`src/rtl/rr_arbiter_16.sv`:
```
// 16-requester round-robin arbiter with a registered one-hot grant and valid/ready handshake.
// Optional build macro RR_ARB_LOCK_EN adds a 'lock' input that re-grants the current winner.
module rr_arbiter_16 #(
  parameter int N  = 16,
  parameter int PW = 4
) (
  input  logic          clk,
  input  logic          rst,
  input  logic [N-1:0]  req,
`ifdef RR_ARB_LOCK_EN
  input  logic          lock,
`endif
  input  logic          gnt_ready,
  output logic [N-1:0]  gnt,
  output logic          gnt_valid,
  output logic [PW-1:0] ptr
);

  localparam logic ST_IDLE  = 1'b0;
  localparam logic ST_GRANT = 1'b1;

  logic          r_state;
  logic [N-1:0]  r_gnt;
  logic          r_gnt_valid;
  logic [PW-1:0] r_ptr;
  logic [PW-1:0] r_winner;

  logic          w_lock_hold;
  logic [PW-1:0] w_base;
  logic [N-1:0]  w_req_rot;
  logic          w_found;
  logic [PW-1:0] w_off;
  logic [PW-1:0] w_win;

`ifdef RR_ARB_LOCK_EN
  assign w_lock_hold = lock & req[r_winner];
`else
  assign w_lock_hold = 1'b0;
`endif

  // Search start: the pointer when idle, otherwise the pointer value a handshake would produce.
  always_comb begin
    if (r_state == ST_IDLE) begin
      w_base = r_ptr;
    end else if (w_lock_hold) begin
      w_base = r_winner;
    end else begin
      w_base = r_winner + PW'(1);
    end
  end

  // Rotate requests so bit 0 is the highest-priority requester; index arithmetic wraps mod 16.
  genvar gi;
  generate
    for (gi = 0; gi < N; gi++) begin : g_rot
      assign w_req_rot[gi] = req[PW'(gi) + w_base];
    end
  endgenerate

  always_comb begin
    w_found = 1'b0;
    w_off   = '0;
    for (int i = N - 1; i >= 0; i--) begin
      if (w_req_rot[i]) begin
        w_found = 1'b1;
        w_off   = PW'(i);
      end
    end
  end

  assign w_win = w_base + w_off;

  always_ff @(posedge clk or posedge rst) begin
    if (rst) begin
      r_state     <= ST_IDLE;
      r_gnt       <= '0;
      r_gnt_valid <= 1'b0;
      r_ptr       <= '0;
      r_winner    <= '0;
    end else begin
      case (r_state)
        ST_IDLE: begin
          if (w_found) begin
            r_gnt       <= N'(1) << w_win;
            r_gnt_valid <= 1'b1;
            r_winner    <= w_win;
            r_state     <= ST_GRANT;
          end
        end
        ST_GRANT: begin
          // Without ready the grant is frozen regardless of req.
          if (gnt_ready) begin
            if (!w_lock_hold) begin
              r_ptr <= r_winner + PW'(1);
            end
            if (w_found) begin
              r_gnt       <= N'(1) << w_win;
              r_gnt_valid <= 1'b1;
              r_winner    <= w_win;
            end else begin
              r_gnt       <= '0;
              r_gnt_valid <= 1'b0;
              r_state     <= ST_IDLE;
            end
          end
        end
        default: begin
          r_state     <= ST_IDLE;
          r_gnt       <= '0;
          r_gnt_valid <= 1'b0;
        end
      endcase
    end
  end

  assign gnt       = r_gnt;
  assign gnt_valid = r_gnt_valid;
  assign ptr       = r_ptr;

endmodule

```
`config.mk`:
```
export PLATFORM = sky130hd
export DESIGN_NAME = rr_arbiter_16
export DESIGN_NICKNAME = d
export VERILOG_FILES = /design/src/rtl/rr_arbiter_16.sv
export SDC_FILE = /design/constraint.sdc
export NUM_CORES = 1
export LEC_CHECK = 0
export ABC_CLOCK_PERIOD_IN_PS = 8900
export CORE_AREA = 2 2 108 110
export CTS_CLUSTER_SIZE = 20
export DETAILED_ROUTE_END_ITERATION = 12
export DIE_AREA = 0 0 110 112
export GPL_TIMING_DRIVEN = 0
export HOLD_SLACK_MARGIN = 0.1
export PLACE_DENSITY_LB_ADDON = 0.12
export SLEW_MARGIN = 40
export SYNTH_ARGS = -nofsm -noshare
export SYNTH_HDL_FRONTEND = slang
export SYNTH_SLANG_ARGS = --single-unit
```
`constraint.sdc`:
```
create_clock -name clk -period 8.9 [get_ports clk]
set_clock_uncertainty 0.05 [all_clocks]
set_input_delay 1.78 -clock clk [delete_from_list [all_inputs] [get_ports clk]]
set_output_delay 1.78 -clock clk [all_outputs]
set_load 0.01 [all_outputs]
```
==> qor.txt, run 1 <==
status -> finished, final reports clean
syn avg cell area -> 10.4 um^2
setup tns final -> 0 ns
GR Util All Layers -> 0.129
initial core utilization -> 0.243
Rows -> 39
max_cap viols -> 0
Post-synth EDFFs -> 0
Multi-input gate area -> 1940 um^2
cell count of the worst hold path -> 2
area share of the largest cell type after synthesis -> 0.240
Syn. warnings -> 0
ys async rst share -> 1.00
worst-path fanout max -> 11
first-pass GRT wire length -> 12.4 mm
CP Data Required Time -> 9.05 ns
# nets final -> 332
Die ar. -> 12300 um^2
final setup vio count -> 0
most numerous cell in the Yosys netlist -> mux2i_1
Peak Freq -> 161 MHz
final wirelength -> 7.67 mm
Horiz. Die Dim -> 110 um
Final period util -> 0.696
core footprint -> 11200 um^2
clock tree from TritonCTS -> yes
hpwl dp -> 6.12 mm
CP Capture Type -> register
post-CTS resize count -> 0
synth top area cells -> dfrtp_1 24%, mux4_2 13%, mux2i_1 12%, a22o_1 5.2%, mux2_1 4.1%
antenna violations before repair -> 0
max-slew violation count -> 0
vias in the first global route -> 2237
Worst setup SP type -> register
Hold Violations, Final -> 0
Endpoint, Worst Hold -> gnt_valid$_DFFE_PP0P_
Port Buf Inserts -> 39
post-layout minimum cycle time -> 6.20 ns
max_slew headroom -> 0.480
Synth-to-Final Area Change -> 24.8%
initial drt markers -> 93
post-synth top area cell -> dfrtp_1
Crit Reg-Reg Endpoint -> gnt[8]$_DFFE_PP0P_
Synth Cell Area -> 2720 um^2
Min-Delay Startpoint -> gnt_valid$_DFFE_PP0P_
register area -> 651 um^2
sequential fraction of the synthesis area -> 0.240
clk buf depth -> 2
flops & latches, synth -> 26
CTS buffer count -> 3
Reg2Reg Setup Slack -> 2.70 ns
Post-DRT Antenna Nets -> 0
Yosys cell types -> 57
Most used DFF post-synth -> dfrtp_1
detail-routed via count per cell -> 5.03
Ant. Diodes -> 0
wire per inst -> 17.1 um
vias -> 2252
die height -> 112 um
latest clock arrival within the worst-skew pair -> 0.25 ns
GP Congestion -> 0.757
Fillers -> 1166
# DRC -> 0
hold crit path type -> register to register
critical path class -> register to register
pin count of the biggest net entering global routing -> 27
Post-Syn Nets -> 288
top post-synthesis cells by count -> 32 x mux2i_1, 26 x dfrtp_1, 19 x nor2_1
Least-Margin Pin Slew -> 0.758 ns
Clock Sinks -> 26
reg2reg path depth -> 17
Critical Path AT -> 6.34 ns
DR pass1 iterations -> 4
worst reg2reg startpoint -> r_winner[0]$_DFFE_PP0P_
I/O pin cnt -> 40
grt total ovfl -> 0
Root Driver -> clkbuf_16
H-tree Lvls -> 1
CTS clk-pin slew, worst paths -> 0.07 ns
Post-CTS Setup Bufs -> 0
layout cells sized above 1 -> 0.177
Hold Buf Count CTS -> 0
Post-Synthesis Cells -> 262
RSZ-0062 raised after global routing -> false
[worst max-delay path by stage]
stage | from | to | slack (ns) | cells after the start
4_1_cts | r_winner[0]$_DFFE_PP0P_ | gnt[8]$_DFFE_PP0P_ | 2.57 | 17
2_1_floorplan | req[6] | gnt[10]$_DFFE_PP0P_ | 3.89 | 11
5_1_grt | r_winner[0]$_DFFE_PP0P_ | gnt[8]$_DFFE_PP0P_ | 2.17 | 17
3_5_place_dp | r_winner[0]$_DFFE_PP0P_ | gnt[8]$_DFFE_PP0P_ | 2.61 | 17
6_report | r_winner[0]$_DFFE_PP0P_ | gnt[8]$_DFFE_PP0P_ | 2.70 | 17
3_3_place_gp | r_winner[0]$_DFFE_PP0P_ | gnt[9]$_DFFE_PP0P_ | 2.59 | 17
[cell type report]
cell class,instances,share of cell area
tap,143,0.0528
clock buffer,3,0.0221
sequential,26,0.192
buffer,11,0.0251
clock inverter,1,0.00886
timing repair buffer,39,0.115
multi-input combinational,216,0.572
inverter,9,0.0122
[layout by cell type, fill, tap and decap left out, types with 4 or more instances in the layout]
cell type,instances
nand3_1,15
buf_6,5
inv_1,5
dfrtp_1,26
mux2i_1,32
mux2_2,6
a211oi_1,4
nor2_1,19
xnor2_1,11
mux2_1,10
nand2_1,10
a21oi_1,4
a22o_1,16
ha_1,6
clkdlybuf4s50_1,39
o21ai_0,14
mux4_2,16
[state kept, by name (all words and copies together), names as in the netlist]
| register | cells |
|---|---|
| gnt | 16 |
| ptr | 4 |
| r_winner | 4 |
| gnt_valid | 1 |
| r_state | 1 |
[critical path, stage by stage (launching register included)]
cell and delay, ns:
dfrtp_1 0.46, ha_1 0.36, mux2i_2 0.63, inv_2 0.29, ha_1 0.30, xnor2_1 0.37
mux4_2 0.61, mux2i_1 0.28, or2_2 0.19, nor2_1 0.05, o41ai_1 0.55, inv_1 0.09
ha_1 0.29, a21o_1 0.17, a21oi_1 0.16, xor2_1 0.32, mux2i_1 0.70, a22o_1 0.24
[logic make-up after synthesis]
family / synth area share
XOR/XNOR: 0.0539
AO/OA/AOI/OAI: 0.159
AND/OR/NAND/NOR: 0.139
flip-flops: 0.240
buffers and inverters: 0.0465
adder cells (fa/ha/maj): 0.0350
multiplexers: 0.327
[routing by layer]
metal,share of wire,track usage
met5,0,0
met4,0.0035,0.0135
met3,0.037,0.0205
met2,0.47,0.202
met1,0.49,0.191
[through the flow]
step,hold slack (ns),area (um^2),util,cells,setup WS [ns]
final,0.429,3390,0.303,448,2.70
after global routing,0.459,3390,0.303,448,2.17
after CTS,0.441,3390,0.303,448,2.57
after detailed placement,0.427,3280,0.294,444,2.61
after global placement,0.418,3280,0.294,444,2.59
after floorplan,0.465,2720,-,262,3.89
Power of run 1 is left out: the tool's default activity adds up to more than one toggle a clock period on the data nets, which glitch-free logic cannot reach.
==> run 2, diff against run 1 <==
--- a/config.mk
+++ b/config.mk
@@ -5,7 +5,7 @@
 export SDC_FILE = /design/constraint.sdc
 export NUM_CORES = 1
 export LEC_CHECK = 0
-export ABC_CLOCK_PERIOD_IN_PS = 8900
+export ABC_CLOCK_PERIOD_IN_PS = 5100
 export CORE_AREA = 2 2 108 110
 export CTS_CLUSTER_SIZE = 20
 export DETAILED_ROUTE_END_ITERATION = 12
==> constraint.sdc (replaced) <==
create_clock -name clk -period 5.1 [get_ports clk]
set_clock_uncertainty 0.05 [all_clocks]
set_input_delay 1.02 -clock clk [delete_from_list [all_inputs] [get_ports clk]]
set_output_delay 1.02 -clock clk [all_outputs]
set_load 0.01 [all_outputs]
==> run 2 against run 1 <==
  * Setup slack worse by 2.4 ns
  * Critical path depth increased by 1
  * Maximum frequency increased by 28%
  * Count of clock-buffer cells in the layout did not move
  * Critical path type unchanged
==> qor.txt, run 2 (synthesis gave the netlist of run 1 again) <==
Hold Buf Count CTS -> 0 (unchanged)
I/O pin cnt -> 40 (unchanged)
layout cells sized above 1 -> 0.242 (was 0.177)
GP Congestion -> 0.757 (unchanged)
clock tree from TritonCTS -> yes (unchanged)
worst-path fanout max -> 11 (unchanged)
vias in the first global route -> 2266 (was 2237)
placed instance count -> 444 (unchanged)
crit-path most repeated cell -> buf_6 (was ha_1)
Worst setup SP type -> register (unchanged)
Root Driver -> clkbuf_16 (unchanged)
Largest register FFs -> 16 (unchanged)
hold crit path type -> register to register (unchanged)
die height -> 112 um (unchanged)
Rows -> 39 (unchanged)
Critical Path AT -> 5.00 ns (was 6.34 ns)
Horiz. Die Dim -> 110 um (unchanged)
GR Util All Layers -> 0.130 (was 0.129)
cell count of the worst hold path -> 2 (unchanged)
Port Buf Inserts -> 39 (unchanged)
Synth-to-Final Area Change -> 31.9% (was 24.8%)
Crit-path slowest cell -> mux4_2 (was mux2i_1)
CTS buffer count -> 3 (unchanged)
Least-Margin Pin Slew -> 0.651 ns (was 0.758 ns)
hpwl dp -> 6.12 mm (unchanged)
H-tree Lvls -> 1 (unchanged)
critical path class -> register to register (unchanged)
Clock Sinks -> 26 (unchanged)
first-pass GRT wire length -> 12.6 mm (was 12.4 mm)
Reg2Reg Setup Slack -> 0.26 ns (was 2.70 ns)
max_slew headroom -> 0.559 (was 0.480)
Final period util -> 0.950 (was 0.696)
CP Capture Type -> register (unchanged)
antenna violations before repair -> 0 (unchanged)
# DRC -> 0 (unchanged)
commonest non-fill, non-tap cell in the layout -> clkdlybuf4s50_1 (unchanged)
detail-routed via count per cell -> 5.14 (was 5.03)
final wirelength -> 7.88 mm (was 7.67 mm)
Die ar. -> 12300 um^2 (unchanged)
Buf/Inv on CP -> 5 (was 2)
pin count of the biggest net entering global routing -> 27 (unchanged)
clk buf depth -> 2 (unchanged)
core footprint -> 11200 um^2 (unchanged)
pre-CTS WS -> -1.19 ns (was 2.61 ns)
delay-heaviest family, CP -> simple AND/OR/NAND/NOR gates (was multiplexers)
final setup margin -> 0.256 ns (was 2.70 ns)
CP Cell Sequence -> buf_6 > or2_1 > buf_6 > nand2_8 > inv_4 > buf_4 > ha_4 > xnor2_4 > mux4_2 > mux2_2 > a2111oi_0 > o32ai_1 > ha_2 > inv_1 > fa_2 > or3b_2 > nor2_2 > a22o_1 (was ha_1 > mux2i_2 > inv_2 > ha_1 > xnor2_1 > mux4_2 > mux2i_1 > or2_2 > nor2_1 > o41ai_1 > inv_1 > ha_1 > a21o_1 > a21oi_1 > xor2_1 > mux2i_1 > a22o_1)
Peak Freq -> 206 MHz (was 161 MHz)
final std cells w/o fill -> 453 (was 448)
CP Data Required Time -> 5.26 ns (was 9.05 ns)
Endpoint, Worst Hold -> gnt_valid$_DFFE_PP0P_ (unchanged)
Min-Delay Startpoint -> gnt_valid$_DFFE_PP0P_ (unchanged)
latest clock arrival within the worst-skew pair -> 0.25 ns (about the same)
initial drt markers -> 100 (was 93)
post-layout minimum cycle time -> 4.84 ns (was 6.20 ns)
status -> finished, final reports clean (unchanged)
worst reg2reg startpoint -> r_state$_DFF_PP0_ (was r_winner[0]$_DFFE_PP0P_)
Hold Violations, Final -> 0 (unchanged)
Ant. Diodes -> 0 (unchanged)
final setup vio count -> 0 (unchanged)
Critical Path Max Stage Delay -> 0.59 ns (was 0.70 ns)
DR pass1 iterations -> 4 (unchanged)
wire per inst -> 17.4 um (was 17.1 um)
Post-DRT Antenna Nets -> 0 (unchanged)
CTS clk-pin slew, worst paths -> 0.07 ns (about the same)
Crit Reg-Reg Endpoint -> gnt[6]$_DFFE_PP0P_ (was gnt[8]$_DFFE_PP0P_)
max_cap viols -> 0 (unchanged)
reg2reg path depth -> 18 (was 17)
Hold WS -> 0.429 ns (about the same)
most frequent cells in the layout -> 39 x clkdlybuf4s50_1, 30 x mux2i_1, 25 x dfrtp_1 (was 39 x clkdlybuf4s50_1, 32 x mux2i_1, 26 x dfrtp_1)
max-slew violation count -> 0 (unchanged)
# nets final -> 337 (was 332)
initial core utilization -> 0.243 (unchanged)
grt total ovfl -> 0 (unchanged)
vias -> 2327 (was 2252)
run 2: cell types whose count changed in the layout (fill, tap and decap cells not counted), moves of 2 or more:
cell,before,now
buf_4,1,5
ha_1,6,3
ha_2,0,2
mux2i_1,32,30
mux2i_4,0,3
nor2_1,19,17
nor2_2,0,2
xnor2_1,11,9
xnor2_4,0,3
run 2: how the worst max path moves through the flow:
stage	from	end	depth (start not counted)
2_1_floorplan	r_winner[0]$_DFFE_PP0P_	gnt[10]$_DFFE_PP0P_	17
3_3_place_gp	r_winner[0]$_DFFE_PP0P_	gnt[9]$_DFFE_PP0P_	17
3_5_place_dp	r_winner[0]$_DFFE_PP0P_	gnt[8]$_DFFE_PP0P_	17
4_1_cts	r_state$_DFF_PP0_	gnt[8]$_DFFE_PP0P_	19
5_1_grt	r_winner[0]$_DFFE_PP0P_	gnt[14]$_DFFE_PP0P_	17
6_report	r_state$_DFF_PP0_	gnt[6]$_DFFE_PP0P_	18
run 2: layout make-up:
| type | instances | area (um^2) |
|---|---|---|
| fill | 1150 | 7590 |
| multi-input combinational | 216 | 2070 |
| sequential | 26 | 652 |
| timing repair buffer | 45 | 452 |
| tap | 143 | 179 |
| buffer | 10 | 85.1 |
| clock buffer | 3 | 75.1 |
| inverter | 9 | 41.3 |
| clock inverter | 1 | 30.0 |
run 2: worst register-to-register path, cell delays in order (launching register included):
cell	delay, ns
dfrtp_1	0.38
buf_6	0.14
or2_1	0.22
buf_6	0.15
nand2_8	0.09
inv_4	0.08
buf_4	0.21
ha_4	0.22
xnor2_4	0.21
mux4_2	0.59
mux2_2	0.29
a2111oi_0	0.45
o32ai_1	0.19
ha_2	0.22
inv_1	0.07
fa_2	0.47
or3b_2	0.52
nor2_2	0.13
a22o_1	0.13
run 2: per-stage QoR:
step	area [um^2]	utilization	setup TNS, ns
6_report	3580	0.321	0
5_1_grt	3580	0.321	-0.0243
4_1_cts	3500	0.313	0
3_5_place_dp	3280	0.294	-19.63
3_3_place_gp	3280	0.294	-19.85
2_1_floorplan	2720	-	0
run 2: what timing repair did:
action	CTS	global route
cloned	0	0
endpoints found under the hold margin	0	0
buffers inserted	4	2
pin swaps	1	6
endpoints found under the setup margin	19	17
resized for setup	9	16
run 2: layer usage:
metal  up-vias  part of all wire  wire (um)  GRT usage
met5         -                 0          0          0
met4         0            0.0037         29     0.0135
met3         2             0.040        316     0.0205
met2        55              0.48       3790      0.206
met1      1172              0.48       3740      0.192
li1       1098                 -          -          -
Power of run 2 is left out for the same reason.
